--- src/rtl/alu_seq_pkg.sv ---
// rtl/alu_seq_pkg.sv - shared widths, op codes and FSM encoding for alu_seq
//
// Purpose : Common definitions imported by alu_seq and its integrators.
// Contents: DATA_W/OP_W/CNT_W widths, ALU select codes (OP_LOAD is handled
//           inside alu_seq, the others are decoded by the external ALU),
//           and the sequencer state encoding.
package alu_seq_pkg;

    localparam int DATA_W = 8;
    localparam int OP_W   = 5;
    localparam int CNT_W  = 3;

    localparam logic [OP_W-1:0] OP_AND  = 5'b00100;
    localparam logic [OP_W-1:0] OP_OR   = 5'b00101;
    localparam logic [OP_W-1:0] OP_XOR  = 5'b00110;
    localparam logic [OP_W-1:0] OP_SHL  = 5'b01000;
    localparam logic [OP_W-1:0] OP_SHR  = 5'b10000;
    localparam logic [OP_W-1:0] OP_LOAD = 5'b11111;

    typedef enum logic [1:0] {
        ST_IDLE = 2'd0,
        ST_EXEC = 2'd1,
        ST_DONE = 2'd2
    } state_t;

endpackage

--- src/rtl/alu_seq.sv ---
// rtl/alu_seq.sv - accumulator sequencer driving an external combinational ALU
//
// Purpose : Accepts one command in IDLE, then applies the selected ALU op to
//           the accumulator cnt+1 times (EXEC), then pulses done (DONE).
// Ports   : clk, rst (async, active high)
//           cmd_valid/cmd_ready handshake with cmd_op, cmd_cin, cmd_data, cmd_cnt
//           alu_s/alu_cin/alu_a/alu_b -> external ALU, alu_y <- ALU result
//           acc, zero, busy, done status outputs
module alu_seq
    import alu_seq_pkg::*;
(
    input  logic              clk,
    input  logic              rst,
    input  logic              cmd_valid,
    output logic              cmd_ready,
    input  logic [OP_W-1:0]   cmd_op,
    input  logic              cmd_cin,
    input  logic [DATA_W-1:0] cmd_data,
    input  logic [CNT_W-1:0]  cmd_cnt,
    output logic [OP_W-1:0]   alu_s,
    output logic              alu_cin,
    output logic [DATA_W-1:0] alu_a,
    output logic [DATA_W-1:0] alu_b,
    input  logic [DATA_W-1:0] alu_y,
    output logic [DATA_W-1:0] acc,
    output logic              zero,
    output logic              busy,
    output logic              done
);

    state_t             r_state;
    logic [DATA_W-1:0]  r_acc;
    logic [OP_W-1:0]    r_alu_s;
    logic               r_alu_cin;
    logic [DATA_W-1:0]  r_alu_b;
    logic [CNT_W-1:0]   r_remaining;
    logic               r_done;

    always_ff @(posedge clk or posedge rst) begin
        if (rst) begin
            r_state     <= ST_IDLE;
            r_acc       <= '0;
            r_alu_s     <= '0;
            r_alu_cin   <= 1'b0;
            r_alu_b     <= '0;
            r_remaining <= '0;
            r_done      <= 1'b0;
        end else begin
            case (r_state)
                ST_IDLE: begin
                    r_done <= 1'b0;
                    if (cmd_valid) begin
                        r_alu_s     <= cmd_op;
                        r_alu_cin   <= cmd_cin;
                        r_alu_b     <= cmd_data;
                        r_remaining <= cmd_cnt;
                        r_state     <= ST_EXEC;
                    end
                end
                ST_EXEC: begin
                    // LOAD bypasses the ALU so it works with any ALU decode
                    r_acc <= (r_alu_s == OP_LOAD) ? r_alu_b : alu_y;
                    // Exit on zero so the counter never wraps
                    if (r_remaining == '0) begin
                        r_state <= ST_DONE;
                        r_done  <= 1'b1;
                    end else begin
                        r_remaining <= r_remaining - 1'b1;
                    end
                end
                ST_DONE: begin
                    r_done  <= 1'b0;
                    r_state <= ST_IDLE;
                end
                default: begin
                    r_done  <= 1'b0;
                    r_state <= ST_IDLE;
                end
            endcase
        end
    end

    // Gated by rst so nothing is offered while reset is held
    assign cmd_ready = (r_state == ST_IDLE) && !rst;
    assign busy      = (r_state != ST_IDLE);
    assign done      = r_done;
    assign acc       = r_acc;
    assign zero      = (r_acc == '0);
    assign alu_a     = r_acc;
    assign alu_b     = r_alu_b;
    assign alu_s     = r_alu_s;
    assign alu_cin   = r_alu_cin;

endmodule

--- config.mk ---
export PLATFORM = sky130hd
export DESIGN_NAME = alu_seq
export DESIGN_NICKNAME = d
export VERILOG_FILES = /design/src/rtl/alu_seq_pkg.sv /design/src/rtl/alu_seq.sv
export SDC_FILE = /design/constraint.sdc
export NUM_CORES = 1
export LEC_CHECK = 0
export CAP_MARGIN = 10
export CORE_ASPECT_RATIO = 1.75
export CORE_MARGIN = 4
export CORE_UTILIZATION = 41
export CTS_CLUSTER_SIZE = 30
export DETAILED_ROUTE_END_ITERATION = 8
export PLACE_DENSITY = 0.79
export SYNTH_ARGS = -nofsm -noshare
export SYNTH_HDL_FRONTEND = slang
export SYNTH_SLANG_ARGS = --single-unit
--- constraint.sdc ---
create_clock -name clk -period 1.6 [get_ports clk]
set_clock_uncertainty 0.05 [all_clocks]
set_input_delay 0.24 -clock clk [delete_from_list [all_inputs] [get_ports clk]]
set_output_delay 0.24 -clock clk [all_outputs]
set_load 0.05 [all_outputs]
==> impl_metrics.yaml <==
die:
  fp.dieH_um: 84.79
  rows: 27
  fp.dieArea_mm2: 0.004398
  start_util_pct: 43.04
  die_x_um: 51.88
  coreArea_mm2: 0.003209
  ios: 62
yosys:
  synth_edf_count: 0
  ys_types: 26
  syn_area_mm2: 0.001381
  ys.flop_type: "dfrtp_1"
  yosys_register_bits: 28
  synth_top_area_share_pct: 50.72
  syn_area_per_cell_um2: 11.51
  synth_top_cell_by_area: "dfrtp_1"
  yosysMostFrequentCell: "dfrtp_1"
  synthCells: 120
  synth_commonest_cells: "28 x dfrtp_1, 12 x nor2_1, 10 x a21oi_1, 10 x mux2_4"
  yosys_warnings: 0
  async_reset_ff_share_pct: 100.0
  syn_nets: 150
  yosysSeqAreaShare_pct: 50.72
  ys_top_cells_by_area: "dfrtp_1 51%, mux2_4 11%, buf_4 4.3%"
detailed_routing:
  wirelength_mm: 3.615
  vias: 1138
  wire_per_inst_um: 16.00
  first_pass_iters: 4
  routed_via_density: 5.035
  drt_iter0_drc: 8
  drc: 0
  ant_nets: 0
setup_path:
  startpoint_type: "flop"
  worstPathMaxFanout: 2
  cp_data_required_time_ns: 1.31
  critPathKind: "flop to output port"
  endpoint_kind: "output port"
  cp.arrival_ns: 1.51
clock_tree:
  clk_pin_slew_ns: 0.09
  htreeDepth: 1
  cts_tree: "built"
  cts_buffer_depth: 2
  root_buffer: "clkbuf_8"
  clk_latency_ns: 0.27
  numCtsBuffers: 3
  clock-sinks: 28
  cts_hold_repair.buffers: 0
sta:
  timing_hold_violations_final: 0
  worstMarginPinSlew_ns: 0.6460
  post-route-period-util_pct: 112.3
  setup_violations: 1
  fin_tns_setup_ns: -0.1962
  finalMaxSlewViolations: 0
  max_freq_mhz: 556.7
  period_minus_slack_ns: 1.796
  setup_ws_ns: -0.1962
  rsz0062_at_grt: "yes"
  slew_headroom_pct: 56.85
run:
  maxCapViolations: 0
placed_design:
  numPortBuffers: 61
  post-dp-hpwl_mm: 2.863
  routabilityCongestion: 0.7822
hold_path:
  hold_class: "primary input to asynchronous set/reset pin"
finish:
  drive_above_1_share_pct: 41.53
  nets: 214
  nFillCells: 236
  area_growth_pct: 57.25
  diodes: 0
grt:
  overflow: 0
  grt_usage_pct: 17.64
  antenna_found_initial: 0
  grt_pass1_vias: 1205
  grt_max_degree: 29
  grt_first_pass_wirelength_mm: 5.920
run_status:
  violations: "setup timing"
  status: "complete, but fails checks"
## through the flow
stage | cells | hold slack (ns) | instance area, um^2 | setup WS (ns) | utilization, %
floorplan | 120 | 0.2551 | 1396 | -0.1384 | -
global placement | 220 | 0.4393 | 2077 | -0.02006 | 64.72
detailed placement | 220 | 0.4499 | 2077 | -0.04304 | 64.72
CTS | 225 | 0.3438 | 2147 | -0.2093 | 66.90
global route | 226 | 0.3735 | 2172 | -0.2479 | 67.68
finish | 226 | 0.3392 | 2172 | -0.1962 | 67.68
## layout make-up
cell class,instances,area [um^2],area share (%)
well taps,43,53.80,2.477
multi-input cells,73,601.8,27.71
flip-flops and latches,28,705.7,32.49
clock buffers,4,55.05,2.535
repair buffers,72,733.2,33.76
inverters,6,22.52,1.037
## path summary, 6_finish.rpt
check,startpoint,end,slack (ns),depth (start not counted)
setup / recovery,acc[0],zero,-0.20,3
hold / removal,rst,r_state[0],0.34,3
setup reg to reg,r_remaining[0],r_remaining[0],0.08,5
hold reg to reg,done,done,0.46,2
max in group asynchronous,rst,acc[7],0.87,3
min in group clk,done,done,0.46,2
## per-layer routing
metal | share of wire [%] | global-route usage (%) | vias up
li1 | - | - | 544
met1 | 36 | 19.80 | 542
met5 | 0 | 0 | -
met2 | 55 | 32.07 | 50
met4 | 0.66 | 5.251 | 0
met3 | 7.8 | 3.552 | 2
## timing repair
action / 4_1_cts / 5_1_grt
gates resized for setup: 2 / 3
endpoints found under the hold margin: 0 / 0
pin swaps: 2 / 3
setup endpoints to repair: 1 / 4
setup buffers: 1 / 1
## worst max-delay path, cell delays in order, from the launching register on
cell and delay (ns):
dfrtp_2 0.41, or4_4 0.55, nor2_4 0.14, buf_12 0.14
## flip-flops by register name, indices dropped and copies added, names as in the netlist
signal	flops
alu_b	8
done	1
acc	8
alu_cin	1
alu_s	5
r_state	2
r_remaining	3
## cells by family after synthesis
logic type                 synth area share (%)
AOI/OAI and AO/OA                         11.32
DFF                                       50.72
and+or+nand+nor                           12.32
buffers and inverters                     8.242
muxes                                     15.58
adders and majority gates                 1.811
## layout by cell type, fill, tap and decap left out, types with 2 or more instances in the layout
cell type        netlist  final
nor2_1                12     10
clkbuf_8               0      4
a31oi_1                8      8
buf_4                  8     35
mux2i_1                2      2
nand2b_1               3      2
mux2_2                 4      4
a21oi_1               10     10
mux2_4                10     10
or4b_1                 2      2
nor3b_1                2      2
o21ai_0                8      8
buf_12                 0     10
inv_1                  6      6
or4_4                  0      2
dfrtp_2                0      4
dfrtp_1               28     24
clkdlybuf4s50_1        0     27
Power is left out: the tool's default activity adds up to more than one toggle a clock period on the data nets, which glitch-free logic cannot reach.
